`src/rtl/register_bank.sv`:
```
// General-purpose register file: two combinational read ports with optional
// write bypass, one synchronous write port, and a valid/ready serial dump port.
module register_bank #(
  parameter int DATA_W   = 32,
  parameter int ADDR_W   = 5,
  parameter bit ZERO_REG = 1'b1,
  parameter bit BYPASS   = 1'b1
) (
  input  logic              clk,
  input  logic              i_reset_n,
  input  logic              i_wenable,
  input  logic [ADDR_W-1:0] i_addr_wr,
  input  logic [DATA_W-1:0] i_data_wr,
  input  logic [ADDR_W-1:0] i_addr_rs,
  input  logic [ADDR_W-1:0] i_addr_rt,
  output logic [DATA_W-1:0] o_data_rs,
  output logic [DATA_W-1:0] o_data_rt,
  input  logic              i_dump_start,
  input  logic              i_dump_ready,
  output logic              o_dump_valid,
  output logic [ADDR_W-1:0] o_dump_addr,
  output logic [DATA_W-1:0] o_dump_data,
  output logic              o_dump_done
);

  localparam int DEPTH = 2 ** ADDR_W;

  typedef enum logic [1:0] {IDLE, DUMP, DONE} dump_state_t;

  logic [DATA_W-1:0] regs [DEPTH];
  logic              wr_live;
  dump_state_t       state, next_state;
  logic [ADDR_W-1:0] ptr, next_ptr;

  // A write to the hard-wired zero register neither updates storage nor bypasses.
  assign wr_live = i_wenable && !(ZERO_REG && (i_addr_wr == '0));

  always_ff @(posedge clk or negedge i_reset_n) begin
    if (!i_reset_n) begin
      for (int i = 0; i < DEPTH; i++) regs[i] <= '0;
    end else if (wr_live) begin
      regs[i_addr_wr] <= i_data_wr;
    end
  end

  always_comb begin
    o_data_rs = regs[i_addr_rs];
    o_data_rt = regs[i_addr_rt];
    if (ZERO_REG && (i_addr_rs == '0)) o_data_rs = '0;
    if (ZERO_REG && (i_addr_rt == '0)) o_data_rt = '0;
    if (BYPASS && wr_live && (i_addr_rs == i_addr_wr)) o_data_rs = i_data_wr;
    if (BYPASS && wr_live && (i_addr_rt == i_addr_wr)) o_data_rt = i_data_wr;
  end

  always_ff @(posedge clk or negedge i_reset_n) begin
    if (!i_reset_n) begin
      state <= IDLE;
      ptr   <= '0;
    end else begin
      state <= next_state;
      ptr   <= next_ptr;
    end
  end

  always_comb begin
    next_state   = state;
    next_ptr     = ptr;
    o_dump_valid = 1'b0;
    o_dump_addr  = '0;
    o_dump_data  = '0;
    o_dump_done  = 1'b0;
    case (state)
      IDLE: begin
        if (i_dump_start) begin
          next_state = DUMP;
          next_ptr   = '0;
        end
      end
      DUMP: begin
        o_dump_valid = 1'b1;
        o_dump_addr  = ptr;
        // Dump reads storage directly; in-flight writes land on the next edge.
        o_dump_data  = (ZERO_REG && (ptr == '0)) ? '0 : regs[ptr];
        if (i_dump_ready) begin
          if (&ptr) next_state = DONE;
          else      next_ptr   = ptr + 1'b1;
        end
      end
      DONE: begin
        o_dump_done = 1'b1;
        next_state  = IDLE;
      end
      default: next_state = IDLE;
    endcase
  end

endmodule

```
`config.mk`:
```
export PLATFORM = sky130hd
export DESIGN_NAME = register_bank
export DESIGN_NICKNAME = d
export VERILOG_FILES = /design/src/rtl/register_bank.sv
export SDC_FILE = /design/constraint.sdc
export NUM_CORES = 2
export LEC_CHECK = 0
export BUFFER_PORTS_ARGS = -buffer_cell sky130_fd_sc_hd__buf_2
export CORE_MARGIN = 1.5
export CORE_UTILIZATION = 45
export DETAILED_ROUTE_END_ITERATION = 6
export PLACE_DENSITY = 0.58
export SYNTH_ARGS = -nofsm -noshare
export SYNTH_HDL_FRONTEND = slang
export SYNTH_SLANG_ARGS = --single-unit
```
`constraint.sdc`:
```
create_clock -name clk -period 6.7 [get_ports clk]
set_clock_uncertainty 0.05 [all_clocks]
set_input_delay 1.34 -clock clk [delete_from_list [all_inputs] [get_ports clk]]
set_output_delay 1.34 -clock clk [all_outputs]
set_load 0.1 [all_outputs]
```
==> summary.md <==
| Metric | Value |
|---|---|
| Maximum vdd ir drop | `518 uV` |
| Syn Nets | `4575` |
| TNS Setup | `0 ns` |
| Layout cells sized above 1 | `43.7%` |
| Met2 GRT Util | `50.6%` |
| CP max FO | `48` |
| CP max-delay cell | `a221oi_1` |
| Initial antenna violation count | `25` |
| Post-synthesis cell count | `4520` |
| Crit path kind | `input port to output pin` |
| Global-route met1 utilization | `45.8%` |
| Synthesized area | `63800 sq um` |
| Hold buffers post-CTS | `0` |
| Final #Nets | `4447` |
| Gr busiest metal | `met2` |
| Largest area contributor in the netlist | `dfrtp_1` |
| Unrepaired setup endpoints after global routing | `false` |
| Port buffer count | `154` |
| Vias in the first global route | `45200` |
| Status | `finished, final reports clean` |
| Fin. Hold Viols | `0` |
| FF-to-FF Start | `ptr[0]` |
| Max frequency | `0.175 GHz` |
| Hold Path Sink | `regs[993]` |
| Largest net degree at the start of global routing | `163` |
| Worst path required time | `5.31 ns` |
| Die span in x | `380 um` |
| HP Class | `flop to flop` |
| Final wirelength | `240000 um` |
| Comb power frac | `37.2%` |
| Post-synthesis sequential area ratio | `40.4%` |
| Clock Power Share | `27.7%` |
| Std-Cell Rows | `137` |
| Max Slew Vio Count | `0` |
| Die ar. | `144000 sq um` |
| Maxcap violations | `0` |
| Via count | `45500` |
| Cell family with most CP delay | `compound AO/OA/AOI/OAI gates` |
| Tmin final | `5.72 ns` |
| DP Area | `67100 sq um` |
| Reg2Reg Depth | `9` |
| First-pass detailed-route iteration total | `5` |
| First-pass GRT wire length | `346000 um` |
| Arrival time at the worst endpoint | `4.33 ns` |
| FFs w/ async S/R, synth | `100%` |
| Share of power burned in registers | `35.1%` |
| Fin area | `71200 sq um` |
| H-tree depth | `3` |
| Slew margin rel. | `11.8%` |
| Gp weighted congestion | `0.862` |
| Most frequent cells after synthesis | `1031 x dfrtp_1, 759 x mux2_2, 654 x mux4_2` |
| WP buf/inv | `3` |
| Top-area cell type share of the netlist area | `40.4%` |
| DR iter-0 viols | `5182` |
| # DRC | `0` |
| Net switching power | `9.29 mW` |
| Leading post-synthesis cells by cell area | `dfrtp_1 40%, mux4_2 23%, mux2_2 13%` |
| CTS root buffer | `clkbuf_16` |
| Worst r2r dst | `ptr[3]` |
| Main synth FF type | `dfrtp_1` |
| CP peak stage delay | `0.79 ns` |
| Hold_sp | `regs[993]` |
| Total GRT Usage | `33.2%` |
| Synth Warn # | `0` |
| Wire per inst | `37.7 um` |
| Worst R2R Setup Slack | `3.85 ns` |
| Netlist cell types | `56` |
| EDFF count, synth | `0` |
| CP Capture Type | `output pin` |
| Top-count cell post-synth | `dfrtp_1` |
| Final Cycle Share | `85.4%` |
| GR Overflow Total | `0` |
| CTS tree | `done` |
| DPL Wire Length | `139000 um` |
| Grt met3 use | `7.13%` |
| Hold path cells | `0` |
| CP Cell Sequence | `buf_8 > buf_12 > mux2i_1 > a221oi_1 > o21ai_1 > a21oi_1 > a22o_1 > buf_2` |
| Worst-case clock buffer depth | `3` |
| CTS Buf Count | `117` |
| I/O pin count | `155` |
| Core area | `140000 sq um` |
| Avg Inst Size Synth | `14.1 sq um` |
| Switching part of the total | `37.5%` |
| Die Y | `380 um` |
| Worst setup SP type | `input port` |
| Worst-Margin Slew | `1.32 ns` |
| Post-layout power | `24.8 mW` |
| Drt via density | `7.13` |
| CTS clk-pin slew, worst paths | `0.06 ns` |
| Worst-Skew Late Latency | `0.75 ns` |
| Post-cts sizing count | `0` |
| Layout fillers | `11900` |
| Core Util, Final | `50.8%` |
| Final ANT Viol Nets | `0` |
| Sink Count | `1031` |
| Cell area power density | `348 nW/um^2` |
| Final Setup Violations | `0` |
| Area growth from synthesis to layout | `11.6%` |
| Post-CTS Setup Inserts | `0` |
| Seq cells post-synth | `1031` |
| Initial core utilization | `45.6%` |
| P_int | `15.5 mW` |
| P_leak | `30.2 nW` |
-- per-stage QoR --
step	std cells	worst slack (ns)	hold WS [ns]
2_1_floorplan	4520	0.450	0.406
3_3_place_gp	6149	0.981	0.345
3_5_place_dp	6149	1.02	0.352
4_1_cts	6367	1.02	0.366
5_1_grt	6372	0.766	0.380
6_report	6377	0.979	0.365
-- kinds of logic (layout without fill, tap and decap cells) --
kind of cell | count (synthesis) | count (layout) | synth area share, %
compound gates | 667 | 667 | 7.60
xor+xnor | 12 | 12 | 0.165
fa+ha+maj | 3 | 3 | 0.0588
buf+inv | 583 | 554 | 4.04
flops | 1031 | 1031 | 40.4
mux | 1970 | 1970 | 45.7
other cells | 0 | 10 | 0
simple gates | 254 | 254 | 2.00
-- power groups by stage --
| stage | combinational, mW | clock, mW | sequential [mW] |
|---|---|---|---|
| 6_report | 9.21 | 6.86 | 8.70 |
| 4_1_cts | 9.16 | 6.95 | 8.64 |
| 5_1_grt | 9.57 | 7.18 | 8.87 |
| 3_5_place_dp | 9.13 | 0 | 8.75 |
| 2_1_floorplan | 6.86 | 0 | 8.24 |
| 3_3_place_gp | 9.08 | 0 | 8.68 |
-- how the worst max path moves through the flow --
stage                            start       endpoint  cells past startpoint
after floorplan           i_addr_rt[1]  o_data_rt[30]                      8
after global placement    i_addr_rt[0]  o_data_rt[28]                      8
after detailed placement  i_addr_rt[0]  o_data_rt[28]                      8
after CTS                 i_addr_rt[0]  o_data_rt[28]                      8
after global routing      i_addr_rt[0]  o_data_rt[28]                      8
final                     i_addr_rt[0]  o_data_rt[28]                      8
-- flip-flops by register name, summed over array words and instances (netlist names) --
register,flops
regs,1024
state,2
ptr,5
-- final cells by class --
type,count,area [sq um],share of cell area [%]
Antenna cell,10,25.0,0.0351
Clock buffer,169,3450,4.84
Clock inverter,49,618,0.868
Inverter,39,151,0.213
Multi-Input combinational cell,2906,35700,50.2
Sequential cell,1031,25800,36.3
Tap cell,1876,2350,3.30
Timing Repair Buffer,297,3070,4.31
-- metal layers --
metal	part of all wire, %	wire, um
met5	0.036	87
met4	4.7	11400
met3	9.1	21800
met2	46	110000
met1	40	96600
-- cell usage in the layout, fill, tap and decap left out, types with 13 or more instances in the layout --
cell type and count:
a221oi_1 124, clkbuf_1 24, o22ai_1 20, clkinv_1 20, mux2i_1 317, nor2_4 19
mux2_1 240, inv_1 16, o22a_1 32, bufinv_16 13, o21ai_0 23, a221o_1 31
and2_1 34, and3_1 33, clkinv_2 26, a22o_1 31, o21bai_1 31, clkbuf_16 121
a21oi_1 106, mux4_2 654, nand2_1 72, a22oi_1 97, dfrtp_1 1027, a21boi_1 46
nand3_1 36, clkbuf_8 24, mux2_2 759, nand2_4 15, a211oi_1 31, buf_2 99
buf_12 84, a21boi_0 16, buf_4 109, o21ai_1 57
Power figures use the tool's default switching activity.
